$ cat config.mk
export PLATFORM = sky130hd
export DESIGN_NAME = adc_pwm_mem_arbiter
export DESIGN_NICKNAME = d
export VERILOG_FILES = /design/src/rtl/adc_pwm_arb_pkg.sv /design/src/rtl/adc_pwm_rr_arb2.sv /design/src/rtl/adc_pwm_mem_arbiter.sv
export SDC_FILE = /design/constraint.sdc
export NUM_CORES = 1
export LEC_CHECK = 0
export ABC_AREA = 1
export ABC_CLOCK_PERIOD_IN_PS = 2000
export CAP_MARGIN = 20
export CORE_ASPECT_RATIO = 1.25
export CORE_MARGIN = 2
export CORE_UTILIZATION = 35
export DETAILED_ROUTE_END_ITERATION = 8
export PLACE_DENSITY = 0.8
export SKIP_CTS_REPAIR_TIMING = 1
export SYNTH_ARGS = -nofsm -noshare
export SYNTH_HDL_FRONTEND = slang
export SYNTH_HIERARCHICAL = 1
export SYNTH_SLANG_ARGS = --single-unit
$ cat constraint.sdc
create_clock -name clk -period 2 [get_ports clk]
set_input_delay 0.2 -clock clk [delete_from_list [all_inputs] [get_ports clk]]
set_output_delay 0.2 -clock clk [all_outputs]
set_load 0.02 [all_outputs]
$ cat src/rtl/adc_pwm_arb_pkg.sv
// rtl/adc_pwm_arb_pkg.sv - shared widths, master indices and lock-owner encoding
package adc_pwm_arb_pkg;

  localparam int DEF_ADDR_W = 10;
  localparam int DEF_DATA_W = 32;
  localparam int DEF_BE_W   = 4;

  localparam int M0 = 0;
  localparam int M1 = 1;

  typedef enum logic [1:0] {
    LOCK_NONE = 2'd0,
    LOCK_M0   = 2'd1,
    LOCK_M1   = 2'd2
  } lock_owner_e;

endpackage

$ cat src/rtl/adc_pwm_rr_arb2.sv
// rtl/adc_pwm_rr_arb2.sv - two-way round-robin arbiter with capped lock
module adc_pwm_rr_arb2
  import adc_pwm_arb_pkg::*;
#(
  parameter int LOCK_MAX = 16
) (
  input  logic       clk,
  input  logic       reset_n,
  input  logic [1:0] req,
  input  logic [1:0] lock,
  output logic [1:0] grant
);

  localparam logic [7:0] CNT_MAX = 8'(LOCK_MAX);

  logic        last_grant, last_grant_nxt;
  lock_owner_e lock_owner, lock_owner_nxt;
  logic [7:0]  lock_cnt, lock_cnt_nxt;
  logic        hold0, hold1;

  always_ff @(posedge clk or negedge reset_n) begin
    if (!reset_n) begin
      last_grant <= 1'b1;
      lock_owner <= LOCK_NONE;
      lock_cnt   <= '0;
    end else begin
      last_grant <= last_grant_nxt;
      lock_owner <= lock_owner_nxt;
      lock_cnt   <= lock_cnt_nxt;
    end
  end

  // A capped lock falls through to plain round-robin, which favours the other master.
  always_comb begin
    grant = 2'b00;
    hold0 = (lock_owner == LOCK_M0) && req[M0] && (lock_cnt < CNT_MAX);
    hold1 = (lock_owner == LOCK_M1) && req[M1] && (lock_cnt < CNT_MAX);
    if (!reset_n)
      grant = 2'b00;
    else if (hold0)
      grant = 2'b01;
    else if (hold1)
      grant = 2'b10;
    else if (&req)
      grant = last_grant ? 2'b01 : 2'b10;
    else
      grant = req;
  end

  always_comb begin
    last_grant_nxt = last_grant;
    lock_owner_nxt = LOCK_NONE;
    lock_cnt_nxt   = '0;
    if (grant[M0]) begin
      last_grant_nxt = 1'b0;
      if (lock[M0]) begin
        lock_owner_nxt = LOCK_M0;
        lock_cnt_nxt   = (lock_owner != LOCK_M0) ? 8'd1 :
                         (lock_cnt >= CNT_MAX)   ? CNT_MAX : lock_cnt + 8'd1;
      end
    end else if (grant[M1]) begin
      last_grant_nxt = 1'b1;
      if (lock[M1]) begin
        lock_owner_nxt = LOCK_M1;
        lock_cnt_nxt   = (lock_owner != LOCK_M1) ? 8'd1 :
                         (lock_cnt >= CNT_MAX)   ? CNT_MAX : lock_cnt + 8'd1;
      end
    end
  end

endmodule

$ cat src/rtl/adc_pwm_mem_arbiter.sv
// rtl/adc_pwm_mem_arbiter.sv - two-master Avalon-MM arbiter for the 1024x32 on-chip memory
module adc_pwm_mem_arbiter
  import adc_pwm_arb_pkg::*;
#(
  parameter int ADDR_W   = DEF_ADDR_W,
  parameter int DATA_W   = DEF_DATA_W,
  parameter int BE_W     = DEF_BE_W,
  parameter int LOCK_MAX = 16
) (
  input  logic              clk,
  input  logic              reset_n,
  input  logic [ADDR_W-1:0] m0_address,
  input  logic [BE_W-1:0]   m0_byteenable,
  input  logic              m0_read,
  input  logic              m0_write,
  input  logic [DATA_W-1:0] m0_writedata,
  input  logic              m0_lock,
  output logic              m0_waitrequest,
  output logic [DATA_W-1:0] m0_readdata,
  output logic              m0_readdatavalid,
  input  logic [ADDR_W-1:0] m1_address,
  input  logic [BE_W-1:0]   m1_byteenable,
  input  logic              m1_read,
  input  logic              m1_write,
  input  logic [DATA_W-1:0] m1_writedata,
  input  logic              m1_lock,
  output logic              m1_waitrequest,
  output logic [DATA_W-1:0] m1_readdata,
  output logic              m1_readdatavalid,
  output logic [ADDR_W-1:0] mem_address,
  output logic [BE_W-1:0]   mem_byteenable,
  output logic              mem_chipselect,
  output logic              mem_write,
  output logic [DATA_W-1:0] mem_writedata,
  output logic              mem_clken,
  input  logic [DATA_W-1:0] mem_readdata
);

  logic [1:0] req, lock, grant;
  logic       any_grant, win_sel, win_read, win_write;
  logic       rd_pend, rd_owner, rdv, rdv_owner;

  assign req  = {m1_read | m1_write, m0_read | m0_write};
  assign lock = {m1_lock, m0_lock};

  adc_pwm_rr_arb2 #(.LOCK_MAX(LOCK_MAX)) u_arb (
    .clk     (clk),
    .reset_n (reset_n),
    .req     (req),
    .lock    (lock),
    .grant   (grant)
  );

  assign any_grant      = |grant;
  assign win_sel        = grant[M1];
  assign win_read       = win_sel ? m1_read  : m0_read;
  assign win_write      = win_sel ? m1_write : m0_write;
  assign m0_waitrequest = ~grant[M0];
  assign m1_waitrequest = ~grant[M1];

  // Read with write asserted is a write; it never occupies the read-return pipe.
  always_ff @(posedge clk or negedge reset_n) begin
    if (!reset_n) begin
      mem_address    <= '0;
      mem_byteenable <= '0;
      mem_chipselect <= 1'b0;
      mem_write      <= 1'b0;
      mem_writedata  <= '0;
      rd_pend        <= 1'b0;
      rd_owner       <= 1'b0;
      rdv            <= 1'b0;
      rdv_owner      <= 1'b0;
    end else begin
      mem_chipselect <= any_grant;
      mem_write      <= any_grant & win_write;
      rd_pend        <= any_grant & win_read & ~win_write;
      rdv            <= rd_pend;
      rdv_owner      <= rd_owner;
      if (any_grant) begin
        mem_address    <= win_sel ? m1_address    : m0_address;
        mem_byteenable <= win_sel ? m1_byteenable : m0_byteenable;
        mem_writedata  <= win_sel ? m1_writedata  : m0_writedata;
        rd_owner       <= win_sel;
      end
    end
  end

  assign mem_clken        = 1'b1;
  assign m0_readdata      = mem_readdata;
  assign m1_readdata      = mem_readdata;
  assign m0_readdatavalid = rdv & ~rdv_owner;
  assign m1_readdatavalid = rdv & rdv_owner;

endmodule

==> qor.csv <==
metric,value,unit
Slew headroom,58.74,%
TritonRoute pass-1 iters,5,
CP max stage delay,420,ps
Yosys reg bits,63,
Finished Layout Cells,658,
Final Net Count,663,
post-synthesis cell type count,30,
Netlist Area Pre-Place,3478,um2
Starting Density,36.01,%
Root Buffer,clkbuf_16,
share of Yosys cell area claimed by the top area cell type,44.60,%
Multi-input gate area,1214,um2
status,finished clean,
post-DP HPWL,6815,um
minimum clock period after layout,1910,ps
pre-CTS setup slack,-232.3,ps
ant diodes,0,
clk_skew,5.441,ps
DRC viols,0,
Worst-Skew Late Latency,320,ps
CP Max Fanout,4,
H-tree Lvls,3,
"Setup violations, final",0,
worst hold-check path type,reg2reg,
vias in the first global route,3097,
endpoints failing hold,0,
Core Footprint,9659,um2
FF+latch area,1578,um2
initial antenna violation count,0,
Peak Freq,523.6,MHz
gr ovfl total,0,
Final Max Slew Viols,0,
num ports,249,
Fillers,856,
largest net degree at the start of global routing,49,
area growth from synthesis to layout,42.73,%
Row Count,40,
DR WL/cell,13.71,um
TritonCTS clock tree,built,
type of origin of the critical path,input port,
post-route ant nets,0,
share of layout cells above drive strength 1,8.835,%
fin worst setup slack,89.96,ps
CP Buf/Inv Count,3,
worst-path cell chain,clkdlybuf4s50_1 -> or2_2 -> a21oi_1 -> o21ai_2 -> a21oi_2 -> inv_2 -> dlymetal6s2s_1,
period utilisation layout,95.50,%
Ys Warns,6,
Total Routing Usage GR,17.18,%
CP top delay family,buffers and inverters,
Lkg Pwr,2.275,nW
Die Height,115.5,um
Peak VDD IR,0.0005063,V
WHS,347.8,ps
CP arrival,1710,ps
cell taking the most area after synthesis,dfrtp_1,
endpoint class of the critical path,output pin,
Post-Syn Area per Cell,8.089,um2
fin util,51.40,%
1st-iter DRT viols,130,
Setup CP Type,in2out,
Post-Route WL,9022,um
vias per cell,4.696,
worst-margin pin slew,618.8,ps
unrepaired setup endpoints after global routing,no,
placed cells,643,
WP data required,1800,ps
slowest CP cell,clkdlybuf4s50_1,
CTS Buf Count,9,
Syn Inst Count,430,
Synth area leaders,"dfrtp_1 (45%), nand2_1 (18%), buf_4 (15%), nand3_1 (8.1%), buf_6 (2.3%)",
clock slew at reported path FFs,50,ps
Final GP Congestion,0.8243,
Clock Path Buffers,2,
die area,10760,um2
pwr dens,1105,nW/um2
post-synthesis sequential area ratio,45.36,%
Max Cap Viol,0,
CTS sink count,63,
I/O Buffers,151,
first-pass GRT wire length,14300,um
Die W,93.17,um
via count,3090,
==> synth_stat cells <==
master,count
a21boi_0,1
buf_4,69
nand2_2,1
nand4_1,4
nand4_2,1
or2_2,2
clkbuf_1,2
inv_1,16
conb_1,2
ha_1,2
buf_2,2
dfstp_2,1
o21ai_2,2
nor2_4,4
dfrtp_1,62
o21ai_1,1
nand3_2,1
nand3_1,56
nand2_4,1
o21ai_0,1
nor2_2,1
nor2_1,13
a21oi_2,1
nor2_8,1
a21oi_1,4
inv_2,4
clkinv_2,1
nand2_1,163
nor3_1,4
buf_6,7
==> metal layers <==
| metal | wire [um] | global-route usage (%) | part of all wire (%) |
|---|---|---|---|
| met5 | 0 | 0 | 0 |
| met4 | 425 | 12.55 | 4.7 |
| met3 | 672 | 4.161 | 7.4 |
| met1 | 3302 | 16.97 | 37 |
| met2 | 4621 | 31.16 | 51 |
==> where the power goes <==
part           internal, W  switching, W
clock             0.000818      0.000485
sequential         0.00167      0.000230
combinational      0.00110       0.00118
total              0.00359       0.00189
==> cell usage in the layout (no fill, tap or decap), types with 3 or more instances in the layout <==
cell and count:
nor2_1 13, nor3_1 4, dfrtp_1 62, conb_1 4, buf_12 5, clkbuf_1 3, inv_1 16, a21oi_1 4
nor2_4 4, clkbuf_16 9, nand2_1 163, clkinv_2 3, inv_2 4, clkdlybuf4s50_1 148, nand3_1 56, buf_4 9
nand4_1 4
==> sequential cells by signal, summed over array words and instances, names as in the netlist <==
signal            cells
rdv                   1
rdv_owner             1
mem_write             1
u_arb/last_grant      1
u_arb/lock_cnt        8
u_arb/lock_owner      2
mem_address          10
mem_chipselect        1
mem_writedata        32
mem_byteenable        4
rd_owner              1
rd_pend               1
==> logic make-up (layout without fill, tap and decap cells) <==
family                     Yosys count  in the layout  synth area share, %
and+or+nand+nor                    252            252                31.91
other                                2              4               0.2159
buffers and inverters              101            201                19.96
AOI/OAI and AO/OA                   10             10                1.834
adders and majority gates            2              2               0.7193
DFF                                 63             63                45.36
==> worst paths after layout <==
kind,start,endpoint,slack (ps),cells after the start
worst max register to register,u_arb/last_grant$_DFFE_PN1P_,mem_writedata[7]$_DFFE_PN0P_,250,10
worst min-delay path,rd_pend$_DFF_PN0_,rdv$_DFF_PN0_,350,0
worst min register to register,rd_pend$_DFF_PN0_,rdv$_DFF_PN0_,350,0
worst max-delay path,m1_write,m0_waitrequest,90,7
min in group asynchronous,reset_n,u_arb/lock_owner[1]$_DFF_PN0_,450,3
max in group asynchronous,reset_n,mem_writedata[5]$_DFFE_PN0P_,960,3
==> per-stage QoR <==
step           cell area (um2)  setup TNS (ps)  total power (W)
3_3_place_gp              4703           -4472         0.004156
3_5_place_dp              4703           -6967         0.004217
4_1_cts                   4950          -467.3         0.005567
2_1_floorplan             3486               0         0.003182
5_1_grt                   4965               0         0.005818
6_report                  4965               0         0.005484
==> cell type report <==
| class | instances | share of cell area [%] |
|---|---|---|
| clock buffer | 12 | 4.763 |
| clock inverter | 2 | 0.2016 |
| timing repair buffer | 166 | 34.02 |
| inverter | 21 | 1.613 |
| multi-input combinational | 268 | 24.45 |
| sequential | 63 | 31.78 |
| tap | 126 | 3.175 |
(Power assumes the default switching activity.)
